`config.mk`:
```
export PLATFORM = sky130hd
export DESIGN_NAME = sign_extender_flat
export DESIGN_NICKNAME = d
export VERILOG_FILES = /design/src/rtl/sign_extender_if.sv /design/src/rtl/sign_extender.sv /design/src/flat_wrapper.sv
export SDC_FILE = /design/constraint.sdc
export NUM_CORES = 1
export LEC_CHECK = 0
export ABC_AREA = 1
export CORE_ASPECT_RATIO = 0.7
export CORE_MARGIN = 2
export CORE_UTILIZATION = 30
export DETAILED_ROUTE_END_ITERATION = 7
export GPL_TIMING_DRIVEN = 0
export PLACE_DENSITY = 0.74
export REMOVE_ABC_BUFFERS = 1
export SETUP_SLACK_MARGIN = 0.2
export SYNTH_ARGS = -nofsm -noshare
export SYNTH_HDL_FRONTEND = slang
export SYNTH_SLANG_ARGS = --single-unit
```
`constraint.sdc`:
```
create_clock -name clk -period 2.55 [get_ports clk]
set_clock_uncertainty 0.2 [all_clocks]
set_input_delay 0.51 -clock clk [delete_from_list [all_inputs] [get_ports clk]]
set_output_delay 0.51 -clock clk [all_outputs]
set_load 0.02 [all_outputs]
```
`src/rtl/sign_extender_if.sv`:
```
// -----------------------------------------------------------------------------
// sign_extender_if
// Bundles the immediate-widening unit's data/control signals.
//   i_in          immediate field to extend (IN_W bits)
//   i_zero_ext    0 = sign-extend, 1 = zero-extend
//   i_shamt       left-shift amount 0..3, applied after extension
//   i_in_valid    qualifies i_in / i_zero_ext / i_shamt for capture
//   o_extended    combinational extended (and shifted) result
//   o_extended_q  registered copy of o_extended
//   o_out_valid   high the cycle after a captured i_in_valid
//   o_neg_q       registered sign flag of the captured input
// Modports: master drives the inputs (datapath/bench), slave is the extender.
// -----------------------------------------------------------------------------
interface sign_extender_if #(
    parameter int IN_W  = 8,
    parameter int OUT_W = 16
);
    logic [IN_W-1:0]  i_in;
    logic             i_zero_ext;
    logic [1:0]       i_shamt;
    logic             i_in_valid;
    logic [OUT_W-1:0] o_extended;
    logic [OUT_W-1:0] o_extended_q;
    logic             o_out_valid;
    logic             o_neg_q;

    modport master (
        output i_in, i_zero_ext, i_shamt, i_in_valid,
        input  o_extended, o_extended_q, o_out_valid, o_neg_q
    );

    modport slave (
        input  i_in, i_zero_ext, i_shamt, i_in_valid,
        output o_extended, o_extended_q, o_out_valid, o_neg_q
    );
endinterface

```
`src/rtl/sign_extender.sv`:
```
// -----------------------------------------------------------------------------
// sign_extender
// Widens an IN_W-bit instruction immediate to an OUT_W-bit operand by sign- or
// zero-extension, followed by an optional left shift of 0..3 bits. The result
// is available combinationally and as a one-cycle registered, valid-tagged copy.
// Ports:
//   clk    system clock, rising-edge
//   rst_n  asynchronous active-low reset (clears the register stage only)
//   bus    sign_extender_if.slave (see interface file for the signal list)
// -----------------------------------------------------------------------------
module sign_extender #(
    parameter int IN_W  = 8,
    parameter int OUT_W = 16
) (
    input logic             clk,
    input logic             rst_n,
    sign_extender_if.slave  bus
);
    localparam int EXT_W = OUT_W - IN_W;

    logic [OUT_W-1:0] w_ext;
    logic [OUT_W-1:0] w_extended;
    logic             w_neg;

    logic [OUT_W-1:0] r_extended_q;
    logic             r_neg_q;
    logic             r_out_valid;

    // Fill bit is the input MSB for sign-extension, zero otherwise.
    assign w_neg      = ~bus.i_zero_ext & bus.i_in[IN_W-1];
    assign w_ext      = {{EXT_W{w_neg}}, bus.i_in};
    // Bits pushed past the MSB are dropped; no overflow indication.
    assign w_extended = w_ext << bus.i_shamt;

    always_ff @(posedge clk or negedge rst_n) begin
        if (!rst_n) begin
            r_extended_q <= '0;
            r_neg_q      <= 1'b0;
            r_out_valid  <= 1'b0;
        end else begin
            r_out_valid <= bus.i_in_valid;
            if (bus.i_in_valid) begin
                r_extended_q <= w_extended;
                r_neg_q      <= w_neg;
            end
        end
    end

    assign bus.o_extended   = w_extended;
    assign bus.o_extended_q = r_extended_q;
    assign bus.o_out_valid  = r_out_valid;
    assign bus.o_neg_q      = r_neg_q;
endmodule

```
`src/flat_wrapper.sv`:
```
// flat-port wrapper written by rule: the top's interface ports become plain ports
module sign_extender_flat 
#(
    parameter int IN_W  = 8,
    parameter int OUT_W = 16
)
  (clk, rst_n, bus_i_in, bus_i_zero_ext, bus_i_shamt, bus_i_in_valid, bus_o_extended, bus_o_extended_q, bus_o_out_valid, bus_o_neg_q);
  sign_extender_if #(.IN_W(IN_W), .OUT_W(OUT_W)) bus_i ();
  input logic clk;
  input logic rst_n;
  input wire logic [$bits(bus_i.i_in)-1:0] bus_i_in;
  input wire logic [$bits(bus_i.i_zero_ext)-1:0] bus_i_zero_ext;
  input wire logic [$bits(bus_i.i_shamt)-1:0] bus_i_shamt;
  input wire logic [$bits(bus_i.i_in_valid)-1:0] bus_i_in_valid;
  output wire logic [$bits(bus_i.o_extended)-1:0] bus_o_extended;
  output wire logic [$bits(bus_i.o_extended_q)-1:0] bus_o_extended_q;
  output wire logic [$bits(bus_i.o_out_valid)-1:0] bus_o_out_valid;
  output wire logic [$bits(bus_i.o_neg_q)-1:0] bus_o_neg_q;
  assign bus_i.i_in = bus_i_in;
  assign bus_i.i_zero_ext = bus_i_zero_ext;
  assign bus_i.i_shamt = bus_i_shamt;
  assign bus_i.i_in_valid = bus_i_in_valid;
  assign bus_o_extended = bus_i.o_extended;
  assign bus_o_extended_q = bus_i.o_extended_q;
  assign bus_o_out_valid = bus_i.o_out_valid;
  assign bus_o_neg_q = bus_i.o_neg_q;
  sign_extender #(.IN_W(IN_W), .OUT_W(OUT_W)) u_core (.clk(clk), .rst_n(rst_n), .bus(bus_i));
endmodule
```
==> results by group, run 1 <==
Status
  • Outcome: finished, final reports clean

Finish
  • Util after Layout: 48.9%
  • Ant diodes: 0
  • Final-stage net count: 164
  • Synth-to-layout area growth: 50.6%
  • Finished Layout Cells: 183
  • Commonest non-fill, non-tap cell in the layout: nand2_1
  • Most frequent cells in the layout: 39 x nand2_1, 27 x clkdlybuf4s50_1, 23 x nand3_1
  • Share of cells above drive strength 1: 16.1%

Placed design
  • Inst Count DP: 179
  • Port buffer count: 47
  • GP Congestion: 0.745
  • Place WS: -0.541 ns
  • Post-detail-place hpwl: 1710 microns

STA
  • F_max: 427 MHz
  • Final Hold Vio Count: 0
  • Final Max Tran Viols: 0
  • RSZ-0062 raised after global routing: true
  • TNS Setup: 0 ns
  • Slack of the critical path: 0.210 ns
  • Period utilisation layout: 91.8%
  • Slew @ Worst Pin: 0.564 ns
  • Slew headroom: 62.2%
  • Post-route minimum period: 2.34 ns
  • Setup Viol. Count Final: 0

Floorplanning
  • Core Footprint: 2530 sq um
  • I/O Pins: 48
  • Die area: 3190 sq um
  • Row cnt: 15
  • Chip height: 47.8 microns
  • Initial Util: 32.5%
  • Die width: 66.6 microns

Setup path
  • CP endpoint kind: output pin
  • Critical-path cell list: clkdlybuf4s50_1, nand2_1, nand3_1, and2_1, dlygate4sd2_1
  • Crit path kind: input port to output pin
  • Worst path depth: 5
  • Path depth of the worst reg2reg path: 2
  • Startpoint types: input port
  • Required time of the worst setup path: 1.84 ns
  • Reg2Reg Setup Slack: 1.65 ns
  • Crit path buffers/inverters: 2
  • Reg2reg end: u_core.bus.o_extended_q[14]
  • CP max-delay cell: clkdlybuf4s50_1
  • Critical path's top delay family: buffers and inverters
  • CP arrival: 1.63 ns
  • CP peak stage delay: 0.48 ns
  • Crit path max fanout: 2
  • R2R Path Start: u_core.bus.o_extended_q[14]

Synth
  • Dominant cells by area after synthesis: dfrtp_1 40%, nand2_1 18%, nand3_1 14%
  • Yosys cell types: 15
  • Synthesized instance count: 112
  • Flip-flop and latch count after synthesis: 13
  • Sequential area share after synthesis: 39.5%
  • Mapped cell area: 823 sq um
  • Yosys warns: 0
  • Synth top area share: 39.5%
  • Yosys top cell by area: dfrtp_1
  • Avg Cell Area, Syn: 7.35 sq um

Min path
  • Hold Path Origin: u_core.bus.o_extended_q[4]
  • Worst hold endpoint: u_core.bus.o_extended_q[4]
  • Worst Hold Class: register to register
  • Worst Hold Path Cells: 2

Route
  • Routed vias/inst: 4.58
  • Number of remaining DRC errors: 0
  • Drt first pass iters: 4
  • DR vias: 839
  • Wire per inst: 11.9 microns
  • Iteration-0 DRC Markers: 46
  • Antenna viol nets, final: 0
  • Final wirelength: 2180 microns

CTS
  • Later-pin clock latency in the skew report: 0.23 ns
  • CTS H-tree depth: 1
  • CTS tree: built
  • TritonCTS Sinks: 13
  • Longest Clk Path Bufs: 2
  • Post-CTS setup buffer count: 0
  • Worst-path clk slew: 0.05 ns
  • TritonCTS Buffers: 3
  • Root Buffer: clkbuf_8

Global route
  • Total track usage: 14.6%
  • Vias in the first global route: 793
  • Pin count of the biggest net entering global routing: 15
  • GRT Residual Overflow: 0
  • Initial antenna violation count: 0
  • First-pass GRT wire length: 3430 microns

Power
  • Net switching power: 0.215 mW
  • Sw frac: 32.7%
  • Internal power: 0.443 mW
  • Total Power: 0.658 mW
  • Combinational Power Share: 36.7%
  • Sequential power share: 36.5%
  • IR drop worst, VDD: 304 uV
  • Clock share of power: 26.8%
  • LEAKAGE: 0.621 nW
  • Pwr Density: 531 nW/um^2

Run
  • MaxCap Viol Count: 0
[power by group through the flow]
stage	Sequential [mW]	Clock [mW]	Combinational, mW
after floorplan	0.279	0	0.0814
after global placement	0.243	0	0.255
after detailed placement	0.244	0	0.258
after CTS	0.241	0.184	0.249
after global routing	0.243	0.190	0.262
final	0.240	0.176	0.241
[final cells by class]
class	count	area [sq um]
Multi-Input combinational cell	80	370
Fill cell	279	1290
Tap cell	34	42.5
Sequential cell	13	325
Timing Repair Buffer	47	427
Clock buffer	4	45.0
Inverter	5	30.0
[state kept, by name, summed over array words and instances (netlist names)]
| name | count |
|---|---|
| u_core.bus.o_extended_q | 12 |
| u_core.bus.o_out_valid | 1 |
[worst register-to-register path, stage by stage (launching register included)]
cell	delay, ns
dfrtp_1	0.43
nor2_1	0.11
nor2_1	0.06
[metal layers]
layer	part of all wire (%)	wire length, microns	vias up	GRT usage (%)
met5	0	0	-	0
met4	0	0	0	1.22
met3	8.4	182	0	5.88
met2	48	1040	30	26.8
met1	44	956	388	17.2
li1	-	-	421	-
[how the worst max path moves through the flow]
| stage | startpoint | to | slack (ns) |
|---|---|---|---|
| 6_report | bus_i_in[3] | bus_o_extended[6] | 0.21 |
| 3_5_place_dp | bus_i_shamt[1] | bus_o_extended[4] | -0.54 |
| 4_1_cts | bus_i_in[7] | bus_o_extended[7] | 0.16 |
| 2_1_floorplan | bus_i_zero_ext | bus_o_extended[11] | 0.61 |
| 5_1_grt | bus_i_in[5] | bus_o_extended[6] | 0.13 |
| 3_3_place_gp | bus_i_shamt[1] | bus_o_extended[3] | -0.52 |
[repair_timing]
item	4_1_cts	5_1_grt
gates cloned	0	0
pin swaps	0	0
resized for setup	38	17
hold buffers	0	0
endpoints found under the setup margin	16	15
[per-stage QoR]
step,area (sq um),hold WS (ns)
finish,1240,0.282
global route,1240,0.312
CTS,1280,0.287
detailed placement,1230,0.273
global placement,1230,0.268
floorplan,719,0.0144
[Yosys cell counts (all sizes together)]
| library cell | n |
|---|---|
| buf | 14 |
| nor2 | 5 |
| nand3 | 23 |
| nand2 | 42 |
| inv | 5 |
| dfrtp | 13 |
| a21oi | 2 |
| and2 | 8 |
[cells by family (layout without fill, tap and decap cells)]
kind of cell           count (synthesis)  in the layout  synth area share, %
AND/OR/NAND/NOR                       78             78                 43.0
flip-flops                            13             13                 39.5
buffers and inverters                 19             56                 15.8
AO/OA/AOI/OAI                          2              2                 1.67
No activity file was read; power rests on OpenSTA's default activity.
==> run 2: changes to the inputs <==
==> constraint.sdc (replaced) <==
create_clock -name clk -period 2.29 [get_ports clk]
set_clock_uncertainty 0.2 [all_clocks]
set_input_delay 0.458 -clock clk [delete_from_list [all_inputs] [get_ports clk]]
set_output_delay 0.458 -clock clk [all_outputs]
set_load 0.02 [all_outputs]
==> results by group, run 2 (synthesis results as in run 1) <==
Status
  • Outcome: finished, final reports clean

STA
  • F_max: 484 MHz
  • Final Hold Vio Count: 0
  • Slew @ Worst Pin: 0.568 ns
  • Setup Viol. Count Final: 0
  • Post-route minimum period: 2.07 ns
  • Final Max Tran Viols: 0
  • Final hold slack: 0.282 ns
  • RSZ-0062 raised after global routing: true
  • Slew headroom: 62.0%
  • Period utilisation layout: 90.2%

Setup path
  • Critical path's top delay family: buffers and inverters
  • CP max-delay cell: clkdlybuf4s50_1
  • Crit path buffers/inverters: 2
  • Required time of the worst setup path: 1.63 ns
  • Path depth of the worst reg2reg path: 2
  • Crit path kind: input port to output pin
  • CP peak stage delay: 0.43 ns
  • R2R Path Start: u_core.bus.o_extended_q[14]
  • Worst path depth: 5
  • Critical Path Source: bus_i_in[6]
  • Startpoint types: input port
  • CP arrival: 1.41 ns
  • CP endpoint kind: output pin
  • Critical-path cell list: clkdlybuf4s50_1, nand2_1, nand3_1, and2_4, buf_6
  • Crit path max fanout: 2

Run
  • MaxCap Viol Count: 0

Global route
  • GRT Residual Overflow: 0
  • Vias in the first global route: 775
  • Initial antenna violation count: 0
  • Pin count of the biggest net entering global routing: 15
  • Total track usage: 14.4%
  • First-pass GRT wire length: 3390 microns

Route
  • DR vias: 838
  • Final wirelength: 2210 microns
  • Routed vias/inst: 4.55
  • Iteration-0 DRC Markers: 56
  • Drt first pass iters: 4
  • Antenna viol nets, final: 0
  • Wire per inst: 12.0 microns
  • Number of remaining DRC errors: 0

Finish
  • Footprint of the multi-input gates: 400 sq um
  • Final-stage net count: 165
  • Share of cells above drive strength 1: 26.0%
  • Commonest non-fill, non-tap cell in the layout: nand2_1
  • Register area: 325 sq um
  • Max reg flops: 12
  • Synth-to-layout area growth: 59.3%
  • Util after Layout: 51.8%
  • Ant diodes: 0
  • Most frequent cells in the layout: 35 x nand2_1, 21 x clkdlybuf4s50_1, 20 x nand3_1
  • Finished Layout Cells: 184
  • Fill cells: 271

CTS
  • TritonCTS Buffers: 3
  • TritonCTS Sinks: 13
  • Longest Clk Path Bufs: 2
  • CTS tree: built
  • Later-pin clock latency in the skew report: 0.23 ns
  • Root Buffer: clkbuf_8
  • Cts hold-fix bufs: 0
  • CTS H-tree depth: 1
  • Worst-path clk slew: 0.05 ns

Floorplanning
  • Initial Util: 32.5%
  • I/O Pins: 48
  • Die width: 66.6 microns
  • Chip height: 47.8 microns
  • Core Footprint: 2530 sq um
  • Die area: 3190 sq um
  • Row cnt: 15

Power
  • IR drop worst, VDD: 340 uV
  • Pwr Density: 571 nW/um^2
  • Combinational Power Share: 38.0%
  • Total Power: 0.749 mW
  • Internal power: 0.504 mW
  • Sw frac: 32.7%
  • Sequential power share: 35.7%
  • LEAKAGE: 0.679 nW
  • Net switching power: 0.245 mW
  • Clock share of power: 26.3%

Placed design
  • Inst Count DP: 179
  • Port buffer count: 47
  • Post-detail-place hpwl: 1710 microns
  • GP Congestion: 0.745

Min path
  • Worst Hold Class: register to register
  • Worst Hold Path Cells: 2
  • Hold Path Origin: u_core.bus.o_extended_q[4]
==> run 2: changes by cell type in the layout (fill, tap and decap cells not counted), moves of 2 or more <==
cell             before  now
buf_6                 0    2
buf_4                 0    6
dlymetal6s2s_1        2    6
clkdlybuf4s15_2       4    7
and2_4                0    2
and2_1                8    6
nand3_1              23   20
clkbuf_2              7    1
clkdlybuf4s50_1      27   21
nand2_1              39   35
nand3_2               0    3
nand2_2               2    6
==> run 2: path summary, 6_finish.rpt <==
check	endpoint	slack, ns
worst max-delay path	bus_o_extended[8]	0.22
worst min-delay path	u_core.bus.o_extended_q[4]	0.28
worst max register to register	u_core.bus.o_extended_q[14]	1.39
worst min register to register	u_core.bus.o_extended_q[4]	0.28
max in group asynchronous	u_core.bus.o_out_valid	1.13
min in group asynchronous	u_core.bus.o_extended_q[5]	0.39
==> run 2: per-layer routing <==
layer | up-vias | track usage, % | share of wire, %
met5 | - | 0 | 0
met4 | 0 | 1.22 | 0
met3 | 0 | 6.12 | 8.4
met2 | 30 | 25.8 | 48
met1 | 384 | 17.3 | 44
li1 | 424 | - | -
==> run 2: what timing repair did <==
action	in CTS	in global routing
gates cloned	0	0
pin swaps	0	1
setup buffers	0	1
gates resized for setup	66	29
endpoints found under the setup margin	16	15
==> run 2: area by class of cell <==
type                       instances  share of cell area (%)
inverter                           5                    2.19
timing repair buffer              48                    35.8
clock buffer                       4                    3.44
sequential                        13                    24.8
tap                               34                    3.24
multi-input combinational         80                    30.5
==> run 2: worst min-delay path: stages (launching register included) <==
cell and delay, ns:
dfrtp_1 0.34, nand2_1 0.05, nand2_1 0.05
==> run 2: power groups by stage <==
stage | Clock, mW | Sequential (mW) | Combinational, mW
after floorplan | 0 | 0.310 | 0.0907
after global placement | 0 | 0.271 | 0.284
after detailed placement | 0 | 0.272 | 0.287
after CTS | 0.205 | 0.268 | 0.271
after global routing | 0.211 | 0.270 | 0.307
final | 0.197 | 0.267 | 0.285
==> run 2: metrics by stage <==
stage	setup TNS (ns)	setup slack [ns]	instance area [sq um]
global placement	-8.11	-0.677	1230
floorplan	0	0.452	719
detailed placement	-8.38	-0.697	1230
global route	0	0.180	1310
finish	0	0.225	1310
CTS	0	0.190	1240
